===== config.mk =====
export PLATFORM = sky130hd
export DESIGN_NAME = tm1638_display_engine
export DESIGN_NICKNAME = d
export VERILOG_FILES = /design/src/rtl/tm1638_types.sv /design/src/rtl/tm1638_refresh_timer.sv /design/src/rtl/tm1638_display_engine.sv
export SDC_FILE = /design/constraint.sdc
export NUM_CORES = 1
export LEC_CHECK = 0
export CORE_MARGIN = 2
export CORE_UTILIZATION = 49
export DETAILED_ROUTE_END_ITERATION = 10
export HOLD_SLACK_MARGIN = 0.08
export PLACE_DENSITY_LB_ADDON = 0.08
export SKIP_LAST_GASP = 1
export SLEW_MARGIN = 20
export SYNTH_ARGS = -nofsm -noshare
export SYNTH_HDL_FRONTEND = slang
export SYNTH_SLANG_ARGS = --single-unit
export TNS_END_PERCENT = 50

===== constraint.sdc =====
create_clock -name i_Clk -period 3.3 [get_ports i_Clk]
set_clock_uncertainty 0.2 [all_clocks]
set_input_delay 0.495 -clock i_Clk [delete_from_list [all_inputs] [get_ports i_Clk]]
set_output_delay 0.495 -clock i_Clk [all_outputs]
set_load 0.1 [all_outputs]

===== src/rtl/tm1638_types.sv =====
// Shared TM1638 definitions: command bytes, SPI FIFO frame codes,
// display engine state encoding and the 18-bit word builder.
package tm1638_types;

    localparam logic [7:0] CMD_DATA_AUTO  = 8'h40;
    localparam logic [7:0] CMD_DATA_FIXED = 8'h44;
    localparam logic [7:0] CMD_ADDR       = 8'hC0;
    localparam logic [7:0] CMD_CTRL_ON    = 8'h88;
    localparam logic [7:0] CMD_CTRL_OFF   = 8'h80;

    // Frame code carried in word bits [17:16]; tells the SPI master how to handle STB
    typedef enum logic [1:0] {
        FR_SINGLE = 2'b00,
        FR_PAIR   = 2'b01,
        FR_OPEN   = 2'b10,
        FR_CLOSE  = 2'b11
    } frame_code_t;

    typedef enum logic [3:0] {
        ST_IDLE,
        ST_DCMD_SEG,
        ST_ADDR_SEG,
        ST_DCMD_LED,
        ST_ADDR_LED,
        ST_BURST_CMD,
        ST_BURST_ADDR,
        ST_BURST_DATA,
        ST_CTRL,
        ST_DONE
    } engine_state_t;

    // Single-byte codes pass hi = 0 so unused bits stay clear
    function automatic logic [17:0] make_word(input frame_code_t code,
                                              input logic [7:0]  hi,
                                              input logic [7:0]  lo);
        return {code, hi, lo};
    endfunction

endpackage


===== src/rtl/tm1638_refresh_timer.sv =====
// Idle-time counter that pulses o_Tick when the engine has been idle for
// REFRESH_CYCLES cycles. REFRESH_CYCLES = 0 removes the counter entirely.
module tm1638_refresh_timer #(
    parameter int unsigned REFRESH_CYCLES = 0
) (
    input  logic i_Clk,
    input  logic i_Rst,
    input  logic i_Idle,
    output logic o_Tick
);

    generate
        if (REFRESH_CYCLES == 0) begin : g_off
            logic unused_inputs;
            assign unused_inputs = &{1'b0, i_Clk, i_Rst, i_Idle};
            assign o_Tick        = 1'b0;
        end else begin : g_on
            localparam int unsigned CW = (REFRESH_CYCLES > 1) ? $clog2(REFRESH_CYCLES) : 1;
            localparam logic [CW-1:0] LAST = CW'(REFRESH_CYCLES - 1);

            logic [CW-1:0] count;

            // Count idle cycles; any non-idle cycle or the terminal count restarts from zero
            always_ff @(posedge i_Clk or posedge i_Rst) begin
                if (i_Rst) begin
                    count <= '0;
                end else if (!i_Idle || count == LAST) begin
                    count <= '0;
                end else begin
                    count <= count + 1'b1;
                end
            end

            assign o_Tick = i_Idle && (count == LAST);
        end
    endgenerate

endmodule


===== src/rtl/tm1638_display_engine.sv =====
// TM1638 display engine: latches a digit/LED frame and serialises it into
// framed 18-bit words for the SPI FIFO, in fixed-address or burst mode,
// finishing with the display control byte. Optional idle-time refresh.
module tm1638_display_engine
    import tm1638_types::*;
#(
    parameter int unsigned DIGITS         = 8,
    parameter int unsigned REFRESH_CYCLES = 0
) (
    input  logic                  i_Clk,
    input  logic                  i_Rst,
    input  logic [DIGITS*8-1:0]   i_Segments,
    input  logic [DIGITS-1:0]     i_Leds,
    input  logic [2:0]            i_Brightness,
    input  logic                  i_Display_On,
    input  logic                  i_Auto_Inc,
    input  logic                  i_Valid,
    output logic                  o_Ready,
    input  logic                  i_SPI_FIFO_Full,
    output logic [17:0]           o_Data,
    output logic                  o_Write,
    output logic                  o_Busy,
    output logic                  o_Done
);

    localparam int unsigned DW = (DIGITS > 1) ? $clog2(DIGITS) : 1;
    localparam int unsigned BW = $clog2(2 * DIGITS) + 1;
    localparam logic [DW-1:0] LAST_DIGIT = DW'(DIGITS - 1);
    localparam logic [BW-1:0] LAST_BYTE  = BW'(2 * DIGITS - 1);

    engine_state_t state, state_next;

    logic [DIGITS-1:0][7:0] seg_q;
    logic [DIGITS-1:0]      led_q;
    logic [2:0]             bright_q;
    logic                   on_q;
    logic                   auto_q;

    logic [DW-1:0] digit_cnt;
    logic [BW-1:0] byte_cnt;
    logic [DW-1:0] byte_digit;
    logic [7:0]    digit_addr;
    logic [7:0]    burst_byte;
    logic [7:0]    ctrl_byte;

    logic accept;
    logic refresh_tick;

    assign accept = i_Valid && (state == ST_IDLE);

    tm1638_refresh_timer #(
        .REFRESH_CYCLES(REFRESH_CYCLES)
    ) u_refresh (
        .i_Clk  (i_Clk),
        .i_Rst  (i_Rst),
        .i_Idle (state == ST_IDLE),
        .o_Tick (refresh_tick)
    );

    // State register
    always_ff @(posedge i_Clk or posedge i_Rst) begin
        if (i_Rst) begin
            state <= ST_IDLE;
        end else begin
            state <= state_next;
        end
    end

    // Frame latch: captured only on an accepted offer, reused by refresh
    always_ff @(posedge i_Clk or posedge i_Rst) begin
        if (i_Rst) begin
            seg_q    <= '0;
            led_q    <= '0;
            bright_q <= '0;
            on_q     <= 1'b0;
            auto_q   <= 1'b0;
        end else if (accept) begin
            seg_q    <= i_Segments;
            led_q    <= i_Leds;
            bright_q <= i_Brightness;
            on_q     <= i_Display_On;
            auto_q   <= i_Auto_Inc;
        end
    end

    // Digit and byte counters: cleared in IDLE, advanced only when a word is pushed
    always_ff @(posedge i_Clk or posedge i_Rst) begin
        if (i_Rst) begin
            digit_cnt <= '0;
            byte_cnt  <= '0;
        end else if (state == ST_IDLE) begin
            digit_cnt <= '0;
            byte_cnt  <= '0;
        end else if (o_Write) begin
            if (state == ST_ADDR_LED) begin
                digit_cnt <= digit_cnt + 1'b1;
            end
            if (state == ST_BURST_DATA) begin
                byte_cnt <= byte_cnt + 1'b1;
            end
        end
    end

    // Next-state: every emit state holds until its word is actually written
    always_comb begin
        state_next = state;
        unique case (state)
            ST_IDLE: begin
                if (accept) begin
                    state_next = i_Auto_Inc ? ST_BURST_CMD : ST_DCMD_SEG;
                end else if (refresh_tick) begin
                    state_next = auto_q ? ST_BURST_CMD : ST_DCMD_SEG;
                end
            end
            ST_DCMD_SEG:   if (o_Write) state_next = ST_ADDR_SEG;
            ST_ADDR_SEG:   if (o_Write) state_next = ST_DCMD_LED;
            ST_DCMD_LED:   if (o_Write) state_next = ST_ADDR_LED;
            ST_ADDR_LED: begin
                if (o_Write) begin
                    state_next = (digit_cnt == LAST_DIGIT) ? ST_CTRL : ST_DCMD_SEG;
                end
            end
            ST_BURST_CMD:  if (o_Write) state_next = ST_BURST_ADDR;
            ST_BURST_ADDR: if (o_Write) state_next = ST_BURST_DATA;
            ST_BURST_DATA: if (o_Write && byte_cnt == LAST_BYTE) state_next = ST_CTRL;
            ST_CTRL:       if (o_Write) state_next = ST_DONE;
            ST_DONE:       state_next = ST_IDLE;
            default:       state_next = ST_IDLE;
        endcase
    end

    // Outputs: word contents decoded from state and counters, write gated by FIFO full
    always_comb begin
        byte_digit = DW'(byte_cnt >> 1);
        digit_addr = CMD_ADDR | {3'b000, 4'(digit_cnt), 1'b0};
        burst_byte = byte_cnt[0] ? {7'b0, led_q[byte_digit]} : seg_q[byte_digit];
        ctrl_byte  = on_q ? (CMD_CTRL_ON | {5'b0, bright_q}) : CMD_CTRL_OFF;

        o_Data  = '0;
        o_Write = 1'b0;
        o_Ready = (state == ST_IDLE);
        o_Busy  = (state != ST_IDLE);
        o_Done  = (state == ST_DONE);

        unique case (state)
            ST_DCMD_SEG,
            ST_DCMD_LED:   o_Data = make_word(FR_SINGLE, 8'h00, CMD_DATA_FIXED);
            ST_ADDR_SEG:   o_Data = make_word(FR_PAIR, digit_addr, seg_q[digit_cnt]);
            ST_ADDR_LED:   o_Data = make_word(FR_PAIR, digit_addr | 8'h01, {7'b0, led_q[digit_cnt]});
            ST_BURST_CMD:  o_Data = make_word(FR_SINGLE, 8'h00, CMD_DATA_AUTO);
            ST_BURST_ADDR: o_Data = make_word(FR_OPEN, 8'h00, CMD_ADDR);
            ST_BURST_DATA: o_Data = make_word((byte_cnt == LAST_BYTE) ? FR_CLOSE : FR_OPEN,
                                              8'h00, burst_byte);
            ST_CTRL:       o_Data = make_word(FR_SINGLE, 8'h00, ctrl_byte);
            default:       o_Data = '0;
        endcase

        if (state != ST_IDLE && state != ST_DONE) begin
            o_Write = !i_SPI_FIFO_Full;
        end
    end

endmodule

Word level (Yosys, flattened, before mapping)

Cells that the tools add are included.

Input port bits: 81
Bits in writable memories: 0
ROM bits: 0
Memories: 0
Bits in registers: 88
Latch bits: 0
Word-level logic and storage cells: 83
Output and inout bits: 22

$lt $le $gt $ge: 2
$mul: 0
Equal/unequal tests: 21
Reduce and logical (&&, ||, !) cells: 13
Mux-type cells: 31
Bitwise operators: 0
Divide/modulo/power cells: 0
Shift-type cells: 0
Add/subtract/negate cells: 2

Operators with widths:

| kind                                                  | count |
|---|---|
| case mux 18 bit (7 select lines)                      | 1 |
| binary-select mux 8 bit (select 3 bit)                | 2 |
| two-way mux 4 bit                                     | 11 |
| case mux 4 bit (9 select lines)                       | 1 |
| two-way mux 8 bit                                     | 3 |
| == test 4 x 3 -> 1 bit, second input constant         | 4 |
| two-way mux 5 bit                                     | 3 |
| inequality test 2 bit, second input constant          | 7 |
| two-way mux 3 bit                                     | 4 |
| AND reduction 9 bit                                   | 1 |
| == test 4 x 2 -> 1 bit, second input constant         | 2 |
| == test 4 bit, second input constant                  | 2 |
| < comparator 3 x 4 -> 1 bit, second input constant    | 2 |
| binary-select mux 1 bit (select 3 bit)                | 2 |
| nonzero test 2 bit                                    | 3 |
| adder 5 x 1 -> 5 bit, second input constant           | 1 |
| == test 5 x 4 -> 1 bit, second input constant         | 1 |
| == test 4 x 1 -> 1 bit, second input constant         | 1 |
| logical NOT 4 bit                                     | 1 |
| two-way mux 1 bit                                     | 4 |
| inequality test 2 x 1 -> 1 bit, second input constant | 2 |
| inequality test 4 bit, second input constant          | 1 |
| AND reduction 2 bit                                   | 2 |
| nonzero test 4 bit                                    | 1 |
| 5 further kinds                                       | 7 |

Logic depth before layout (Yosys ltp)

Gate-level depths: netlist (run 1).

Word-level depth: 6
Gate-level depth with buffers: 9
Depth with buffers taken out: 8

Modules after synthesis

A second synthesis (run 1) with hierarchy kept.

Cells, all modules: 370
Area total of the unflattened synthesis: 5,113.7 um^2

By module, submodules not included:

| module                | area an instance (um^2) | times used | sequential area each (um^2) | cells an instance |
|---|---|---|---|---|
| tm1638_display_engine | 5,102.4                 | 1          | 2,227.1                     | 368 |
| tm1638_refresh_timer  | 11.3                    | 1          | 0.0                         | 2 |

Least setup slack after synthesis (run 1)

No wires, ideal clock.

Kind: flip-flop to output port
From: reg state[3]
To: out o_Write
Slack: -3.445 ns
Arrival: 6.050 ns
Stages on the path, launching flop included: 5
Buffers on the path: 2
Required time: 2.605 ns
Cell sequence: dfrtp_1 clkbuf_1 clkbuf_1 nor4b_1 nor3_1

Cells in the longest elaborated chain, start to end: 3
Elaborated cells between the ends (all ways): 4
Classes of those cells: eq/ne: 1; mux: 1; reduce/logical: 2

RTL lines:

| element                                                            | line                         | source |
|---|---|---|
| start: declaration                                                 | tm1638_display_engine.sv:31  | `engine_state_t state, state_next;` |
| start signal: assignment                                           | tm1638_display_engine.sv:65  | `state <= state_next;` |
| inequality test 4 bit / nonzero test 4 bit (equally long branches) | tm1638_display_engine.sv:158 | `if (state != ST_IDLE && state != ST_DONE) begin` |
| logical AND 1 bit *                                                | tm1638_display_engine.sv:158 |  |
| two-way mux 1 bit *                                                | tm1638_display_engine.sv:158 |  |
| end: declaration                                                   | tm1638_display_engine.sv:21  | `output logic o_Write,` |

Every way passes the cells marked *; elsewhere a longest branch is shown, timed or not.

Final worst setup path (run 1)

From: reg digit_cnt[0]
To: out o_Data[0]

Cells in the longest elaborated chain, start to end: 3
Elaborated cells between the ends (all ways): 5
Classes of those cells: mux: 5

RTL lines:

| element                                                                                                 | line                                                       | source |
|---|---|---|
| start: declaration                                                                                      | tm1638_display_engine.sv:39                                | `logic [DW-1:0] digit_cnt;` |
| start signal: assignment                                                                                | tm1638_display_engine.sv:96                                | `digit_cnt <= digit_cnt + 1'b1;` |
| binary-select mux 1 bit (select 3 bit) / binary-select mux 8 bit (select 3 bit) (equally long branches) | tm1638_display_engine.sv:149, tm1638_display_engine.sv:148 |  |
| two-way mux 1 bit (not written as such) / two-way mux 8 bit (equally long branches)                     | tm1638_display_engine.sv:149, tm1638_display_engine.sv:148 |  |
| case mux 18 bit (7 select lines) *                                                                      | tm1638_display_engine.sv:145                               | `unique case (state)` |
| end: declaration                                                                                        | tm1638_display_engine.sv:20                                | `output logic [17:0] o_Data,` |

Every way passes the cells marked *; elsewhere a longest branch is shown, timed or not. The select of a mux whose other input is x is not followed.

==> results.md, run 1 <==
* Run status: finished clean
* Ports at 103
* ANT cells at 0
* Most common cell after layout, fill and taps aside: dfrtp_1
* Cell family with most CP delay: flip-flops
* Worst Path Required at 2600 ps
* Hold WC Path Type: reg -> reg
* Ys flop type: dfrtp_1
* Core area at 10200 um2
* Layout cells sized above 1 at 0.376
* Crit Path Category: reg -> out
* Yosys cell types at 51
* TritonCTS clock tree: done
* Worst-path clk slew at 90 ps
* Pwr Density at 1050 nW/um2
* First-pass GRT wire length at 19200 um
* Post-CTS setup repair buffer count at 0
* Count of final hold-check violations at 0
* Number of global-route vias before repair at 3635
* Die area at 11200 um2
* Commonest non-fill, non-tap cells in the layout: dfrtp_1 (87), clkdlybuf4s50_1 (80), mux2_2 (42)
* RSZ-0062 raised after global routing: no
* Post-Place Setup Slack at 430 ps
* Max Cap Violations at 0
* Count of final max-slew check failures at 0
* Hold_ws at 326 ps
* Final instance area at 6640 um2
* CTS HTree Levels at 3
* Drt drc at 0
* Hold-fix buffers, CTS at 0
* Area Growth Syn to Fin at 31.0%
* Cell area after synthesis at 5070 um2
* Crit end category: output port
* Startpoint Class: register
* Cells after synthesis at 371
* Relative slew slack at 0.518
* CTS Buffer Depth at 2
* Setup slack after layout at 245 ps
* Die W at 106 um
* Tot Pwr at 0.00697 W
* CP max-delay cell: dfrtp_2
* Placement Cell Area at 6440 um2
* Starting Density at 0.498
* Min Clock Period, post-route at 3050 ps
* Max Clk Rate at 0.327 GHz
* Routed WL at 11600 um
* Worst skew pair latency at 360 ps
* Vias at 3503
* Final antenna-violating net count at 0
* TritonCTS buffer count at 9
* Vias per cell at 5.75
* Resize count post-CTS at 0
* Seq/Total Area, Yosys at 0.434
* Number of enable flip-flop cells after synthesis at 0
* Initial antenna violation count at 0
* Avg Cell Area, Syn at 13.7 um2
* Pre-antenna DRT Iters at 4
* Worst-margin pin slew at 722 ps
* Rows at 37
* Routed wire per std cell at 19.0 um
* Fin nets at 554
* Final Setup Violations at 0
* Yosys reg bits at 88
* Final Cycle Share at 0.926
* Pleak at 2.80 nW
* Num Clock Sinks at 88
* Synth Warn # at 0
* Largest net degree at the start of global routing at 50
* Area used by multi-input combinational logic at 2720 um2
* FILL cells at 791
* Worst Path Arrival at 2360 ps
* Critical path peak fanout at 13
* DPL Wire Length at 8560 um
* Seq. cell area at 2200 um2
* Peak supply drop at 0.000699 V
* CTS root buffer: clkbuf_8
* Placer Congestion at 0.837
* WP buf/inv at 2
* PortBufs at 100
* Vert. Die Dim at 106 um
* Ys async rst share at 1.00
* Most used cell, CP: buf_12
* CP peak stage delay at 610 ps
* Worst path cell trace: buf_12 > mux4_2 > a22oi_1 > and3_1 > o22ai_2 > buf_12
* DR iter-0 viols at 168
* Setup TNS at 0 ps
* Total GRT Usage at 0.222
* Overflow after GRT at 0
-- state kept, by name, indices dropped and copies added (netlist names) --
register   flops
state          4
bright_q       3
seg_q         64
on_q           1
digit_cnt      3
led_q          8
byte_cnt       5
-- path summary, 6_finish.rpt --
path / start / cells after the start / slack (ps) / endpoint
max reg2reg: byte_cnt[1] / 9 / 690 / state[0]
min reg2reg: bright_q[1] / 1 / 330 / bright_q[1]
min in group asynchronous: i_Rst / 2 / 350 / seg_q[48]
max: digit_cnt[0] / 6 / 250 / o_Data[0]
max in group asynchronous: i_Rst / 3 / 1840 / byte_cnt[4]
min: bright_q[1] / 1 / 330 / bright_q[1]
-- cell usage after synthesis (3+ instances only) --
| library cell | instances | area (um2) |
|---|---|---|
| nor2b_1 | 5 | 31.3 |
| mux2i_1 | 16 | 160 |
| buf_6 | 5 | 56.3 |
| buf_2 | 13 | 65.1 |
| a21oi_1 | 12 | 60.1 |
| mux2_2 | 42 | 473 |
| nor3_1 | 4 | 20.0 |
| a211oi_1 | 3 | 22.5 |
| o22ai_1 | 5 | 31.3 |
| clkbuf_1 | 8 | 30.0 |
| ha_1 | 4 | 50.1 |
| nand2b_1 | 3 | 18.8 |
| a22o_1 | 3 | 26.3 |
| nor2_1 | 17 | 63.8 |
| nand2_1 | 9 | 33.8 |
| inv_1 | 8 | 30.0 |
| dfrtp_1 | 88 | 2200 |
| buf_4 | 4 | 30.0 |
| mux4_2 | 31 | 698 |
| and3_1 | 3 | 18.8 |
| o21ai_0 | 8 | 40.0 |
| mux2_4 | 40 | 601 |
-- stage by stage --
| stage | instances | util |
|---|---|---|
| final | 609 | 0.652 |
| after global routing | 609 | 0.652 |
| after floorplan | 372 | - |
| after global placement | 594 | 0.633 |
| after CTS | 609 | 0.652 |
| after detailed placement | 594 | 0.633 |
-- final cells by class --
cell class | count | share of cell area
inverter | 8 | 0.00471
sequential | 88 | 0.332
multi-input combinational | 244 | 0.409
timing repair buffer | 118 | 0.199
tap | 136 | 0.0256
clock buffer | 11 | 0.0213
clock inverter | 4 | 0.00829
-- metal layers --
metal	global-route usage	vias up	routed length, um
met2	0.353	109	5700
met3	0.0334	16	553
met4	0.0836	0	214
met1	0.312	1786	5130
li1	-	1592	-
met5	0	-	0
-- cell families after synthesis --
logic type / share of synthesized area
xor gates and xnor gates: 0.00518
AOI/OAI and AO/OA: 0.0651
DFF: 0.434
muxes: 0.381
and+or+nand+nor: 0.0607
buffers and inverters: 0.0432
adders and majority gates: 0.00987
other: 0.000739
-- report_power, final --
| group | switching (W) | internal [W] | leakage, nW | total [W] |
|---|---|---|---|---|
| Combinational | 0.00204 | 0.00202 | 1.64 | 0.00405 |
| Sequential | 0.000544 | 0.00161 | 1.06 | 0.00215 |
| Clock | 0.000393 | 0.000370 | 0.0956 | 0.000763 |
Note: power is estimated with default switching activity, not from simulation.
==> run 2, diff against run 1 <==
--- a/config.mk
+++ b/config.mk
@@ -5,8 +5,10 @@
 export SDC_FILE = /design/constraint.sdc
 export NUM_CORES = 1
 export LEC_CHECK = 0
+export CORE_ASPECT_RATIO = 1.4
 export CORE_MARGIN = 2
 export CORE_UTILIZATION = 49
+export CTS_CLUSTER_SIZE = 28
 export DETAILED_ROUTE_END_ITERATION = 10
 export HOLD_SLACK_MARGIN = 0.08
 export PLACE_DENSITY_LB_ADDON = 0.08
==> results.md, run 2 (synthesis gave the netlist of run 1 again) <==
* Resize count post-CTS at 0 (unchanged)
* Post-CTS setup repair buffer count at 0 (unchanged)
* Peak supply drop at 0.000591 V (-15%)
* DR iter-0 viols at 171 (+1.8%)
* Most common cell after layout, fill and taps aside: dfrtp_1
* Total GRT Usage at 0.228 (+0.00584)
* R2r setup slk at 530 ps (-160 ps)
* Max Cap Violations at 0 (unchanged)
* Drt drc at 0 (unchanged)
* RSZ-0062 raised after global routing: yes
* Critical path peak fanout at 19 (+6)
* Starting Density at 0.507 (+0.00884)
* Worst Path Required at 2600 ps (about the same)
* Pwr Density at 1070 nW/um2 (+2.1%)
* First-pass GRT wire length at 20100 um (+4.3%)
* ANT cells at 0 (unchanged)
* Routed WL at 12000 um (+3.5%)
* Placer Congestion at 0.862 (+3.0%)
* Placed insts at 590 (-0.67%)
* Hold_ws at 299 ps (-26.5 ps)
* Area used by multi-input combinational logic at 2720 um2 (unchanged)
* CP max-delay cell: dfrtp_1
* Number of global-route vias before repair at 3805 (+4.7%)
* Ports at 103 (unchanged)
* Most used cell, CP: buf_12
* Worst path cell trace: buf_12 > mux2i_1 > o21ai_0 > a21oi_1 > nor4_1 > a31o_1 > buf_12
* Regs by FF count: seg_q: 64 flops, led_q: 8 flops, byte_cnt: 5 flops
* Rows at 43 (+16%)
* Startpoint Class: register
* Crit Path Category: reg -> out
* Count of final max-slew check failures at 0 (unchanged)
* Seq. cell area at 2200 um2 (about the same)
* Area Growth Syn to Fin at 31.7%
* Pre-antenna DRT Iters at 4 (unchanged)
* DPL Wire Length at 8910 um (+4.1%)
* CTS Buffer Depth at 2 (unchanged)
* Die W at 90.0 um (-15%)
* Hold WC Path Type: in -> async
* Worst-path clk slew at 60 ps (-30 ps)
* TritonCTS clock tree: done
* Worst Path Arrival at 2430 ps (+70 ps)
* Final Setup Violations at 0 (unchanged)
* TritonCTS buffer count at 9 (unchanged)
* Initial antenna violation count at 0 (unchanged)
* Routed wire per std cell at 19.8 um (+4.0%)
* Worst skew pair latency at 340 ps (-20 ps)
* Crit end category: output port
* Max Clk Rate at 0.320 GHz (-2.3%)
* Tot Pwr at 0.00716 W (+2.7%)
* Final antenna-violating net count at 0 (unchanged)
* Fin nets at 551 (-0.54%)
* CP peak stage delay at 620 ps (about the same)
* Vert. Die Dim at 124 um (+18%)
* Relative slew slack at 0.426 (-0.0923)
* Vias at 3488 (-0.43%)
* Max reg flops at 64 (unchanged)
* Final Cycle Share at 0.948 (+0.0223)
* Top reg by flops: seg_q
* WP buf/inv at 2 (unchanged)
* Hold-fix buffers, CTS at 0 (unchanged)
* Num Clock Sinks at 88 (unchanged)
* Cell family with most CP delay: flip-flops
* Commonest non-fill, non-tap cells in the layout: dfrtp_1 (86), clkdlybuf4s50_1 (80), mux2_2 (42)
* Core area at 10000 um2 (-1.7%)
* Layout cells sized above 1 at 0.378 (+0.00160)
* Min Clock Period, post-route at 3130 ps (+73.5 ps)
* Largest net degree at the start of global routing at 60 (+20%)
* Pleak at 2.81 nW (+0.43%)
* Vias per cell at 5.76 (about the same)
* Overflow after GRT at 0 (unchanged)
* Count of final hold-check violations at 0 (unchanged)
* Run status: finished clean
* Fin cells at 606 (-0.49%)
* Worst-margin pin slew at 862 ps (+139 ps)
* CTS HTree Levels at 3 (unchanged)
* CTS root buffer: clkbuf_16
* FILL cells at 784 (-0.88%)
* PortBufs at 100 (unchanged)
* Die area at 11200 um2 (+0.11%)
-- run 2: report_power, final --
group | switching [W] | internal [W]
clock | 0.000433 | 0.000533
combinational | 0.00201 | 0.00199
sequential | 0.000581 | 0.00161
-- run 2: worst paths after layout --
| path | end | cells past startpoint | start |
|---|---|---|---|
| max in group asynchronous | digit_cnt[1] | 3 | i_Rst |
| worst min-delay path | bright_q[1] | 2 | i_Rst |
| worst max register to register | state[0] | 9 | byte_cnt[1] |
| min in group i_Clk | bright_q[2] | 1 | bright_q[2] |
| worst max-delay path | o_Data[6] | 7 | byte_cnt[1] |
| worst min register to register | bright_q[2] | 1 | bright_q[2] |
-- run 2: routing by layer --
layer / global-route usage / vias to the layer above / part of all wire
li1: - / 1586 / -
met3: 0.0502 / 9 / 0.048
met5: 0 / - / 0
met1: 0.278 / 1794 / 0.39
met4: 0.0570 / 0 / 0.010
met2: 0.411 / 99 / 0.55
-- run 2: final cells by class --
class	instances	share of cell area
multi-input combinational	244	0.407
sequential	88	0.330
timing repair buffer	115	0.191
clock buffer	10	0.0358
tap	135	0.0253
clock inverter	6	0.00637
inverter	8	0.00468
-- run 2: through the flow --
step	area, um2	util	TNS (ps)	setup slack [ps]
floorplan	5130	-	-1160	-613
global placement	6390	0.639	0	423
detailed placement	6390	0.639	0	398
CTS	6680	0.667	0	17.2
global route	6680	0.667	-48.0	-48.0
finish	6680	0.667	0	172
-- run 2: worst register-to-register path, stage by stage, from the launching register on --
cell and delay, ps:
dfrtp_1 620, buf_12 230, ha_1 180, and3_1 190, ha_1 180, inv_1 90
a21o_1 160, a221oi_1 310, o21ai_0 190, mux2_2 300
==> run 3, diff against run 2 <==
--- a/config.mk
+++ b/config.mk
@@ -11,7 +11,7 @@
 export CTS_CLUSTER_SIZE = 28
 export DETAILED_ROUTE_END_ITERATION = 10
 export HOLD_SLACK_MARGIN = 0.08
-export PLACE_DENSITY_LB_ADDON = 0.08
+export PLACE_DENSITY = 0.8
 export SKIP_LAST_GASP = 1
 export SLEW_MARGIN = 20
 export SYNTH_ARGS = -nofsm -noshare
==> results.md, run 3 (synthesis gave the netlist of run 1 again) <==
* Run status: finished clean
* Relative slew slack at 0.522 (+0.0966)
* Final Util at 0.665 (-0.00200)
* Largest net degree at the start of global routing at 89 (+48%)
* Post-CTS setup repair buffer count at 0 (unchanged)
* Final Setup Violations at 0 (unchanged)
* Hold WC Path Type: reg -> reg
* CP peak stage delay at 630 ps (about the same)
* Num Clock Sinks at 88 (unchanged)
* Routed wire per std cell at 20.1 um (+1.4%)
* Count of final hold-check violations at 0 (unchanged)
* Worst skew pair latency at 340 ps (about the same)
* Placer Congestion at 0.896 (+3.9%)
* Worst path cell trace: buf_4 > mux4_2 > mux2_2 > a21oi_1 > o21ai_1 > buf_12
* Peak supply drop at 0.000502 V (-15%)
* WHS Path Cells at 1
* Starting Density at 0.507 (unchanged)
* Top reg by flops: seg_q
* Commonest non-fill, non-tap cells in the layout: dfrtp_1 (87), clkdlybuf4s50_1 (80), mux2_2 (42)
* Max reg flops at 64 (unchanged)
* Vias per cell at 5.87 (+2.0%)
* Hold-fix buffers, CTS at 0 (unchanged)
* CP max-delay cell: dfrtp_1
* FILL cells at 749 (-4.5%)
* Reg2reg path depth at 8 (-1)
* Max Cap Violations at 0 (unchanged)
* Overflow after GRT at 0 (unchanged)
* DPL Wire Length at 8790 um (-1.3%)
* First-pass GRT wire length at 20000 um (-0.48%)
* Critical path peak fanout at 11 (-8)
* Rows at 43 (unchanged)
* Pleak at 2.80 nW (-0.34%)
* Area Growth Syn to Fin at 31.3%
* TritonCTS clock tree: done
* Pwr Density at 1080 nW/um2 (+0.53%)
* TritonCTS buffer count at 9 (unchanged)
* Regs by FF count: seg_q: 64 flops, led_q: 8 flops, byte_cnt: 5 flops
* Most common cell after layout, fill and taps aside: dfrtp_1
* Core area at 10000 um2 (unchanged)
* Fin nets at 551 (unchanged)
* Vert. Die Dim at 124 um (unchanged)
* Number of global-route vias before repair at 3775 (-0.79%)
* Worst-path clk slew at 60 ps (about the same)
* DR iter-0 viols at 233 (+36%)
* Pre-antenna DRT Iters at 4 (unchanged)
* Layout cells sized above 1 at 0.370 (-0.00771)
* Die W at 90.0 um (unchanged)
* Die area at 11200 um2 (unchanged)
* Routed WL at 12100 um (+1.2%)
* Crit Path Category: reg -> out
* Final Cycle Share at 0.985 (+0.0371)
* CTS Buffer Depth at 2 (unchanged)
* Total GRT Usage at 0.225 (-0.00356)
* Min Clock Period, post-route at 3250 ps (+122 ps)
* Final antenna-violating net count at 0 (unchanged)
* Drt drc at 0 (unchanged)
* ANT cells at 0 (unchanged)
* Worst-margin pin slew at 717 ps (-145 ps)
* PortBufs at 100 (unchanged)
* Resize count post-CTS at 0 (unchanged)
* Setup TNS at 0 ps (unchanged)
* Ports at 103 (unchanged)
* Worst Path Arrival at 2560 ps (+130 ps)
* Startpoint Class: register
* RSZ-0062 raised after global routing: yes
* Count of final max-slew check failures at 0 (unchanged)
* Worst Path Required at 2600 ps (about the same)
* Vias at 3552 (+1.8%)
* CTS HTree Levels at 3 (unchanged)
* Max Clk Rate at 0.308 GHz (-3.8%)
* Initial antenna violation count at 0 (unchanged)
* Crit end category: output port
* CTS root buffer: clkbuf_16
run 3: report_power, final:
part / switching, W / internal (W) / total (W)
Clock: 0.000404 / 0.000548 / 0.000952
Sequential: 0.000596 / 0.00161 / 0.00221
Combinational: 0.00204 / 0.00198 / 0.00402
run 3: metrics by stage:
| step | setup slack [ps] | area [um2] | hold WS [ps] | std cells | total power (W) |
|---|---|---|---|---|---|
| after floorplan | -613 | 5130 | 274 | 372 | 0.00506 |
| after global placement | 496 | 6380 | 308 | 590 | 0.00607 |
| after detailed placement | 458 | 6380 | 317 | 590 | 0.00619 |
| after CTS | 82.4 | 6660 | 331 | 605 | 0.00720 |
| after global routing | -15.0 | 6660 | 344 | 605 | 0.00748 |
| final | 49.2 | 6660 | 330 | 605 | 0.00718 |
run 3: worst max-delay path, delay by kind of cell, from the launching register on:
kind | cells | cell delay [ps]
multiplexers | 2 | 780
flip-flops | 1 | 630
buffers and inverters | 2 | 500
AO/OA/AOI/OAI | 2 | 300
run 3: path summary, 6_finish.rpt:
| path | from | to | slack, ps |
|---|---|---|---|
| worst max-delay path | digit_cnt[1] | o_Data[3] | 50 |
| max in group asynchronous | i_Rst | seg_q[6] | 2160 |
| worst max register to register | byte_cnt[2] | state[0] | 530 |
| min in group asynchronous | i_Rst | led_q[7] | 380 |
| worst min-delay path | seg_q[52] | seg_q[52] | 330 |
| worst min register to register | seg_q[52] | seg_q[52] | 330 |
run 3: area by class of cell:
class,instances,area (um2),area share
clock inverters,2,15.0,0.00225
clock buffers,13,260,0.0391
repair buffers,115,1260,0.190
inverters,8,31.3,0.00470
flip-flops and latches,88,2200,0.331
well taps,135,169,0.0254
multi-input cells,244,2720,0.408
run 3: metal layers:
layer / wire (um) / share of wire / global-route usage / vias to the layer above
met2: 6610 / 0.54 / 0.400 / 139
li1: - / - / - / 1587
met5: 0 / 0 / 0 / -
met1: 4780 / 0.39 / 0.277 / 1802
met3: 512 / 0.042 / 0.0321 / 24
met4: 242 / 0.020 / 0.0842 / 0
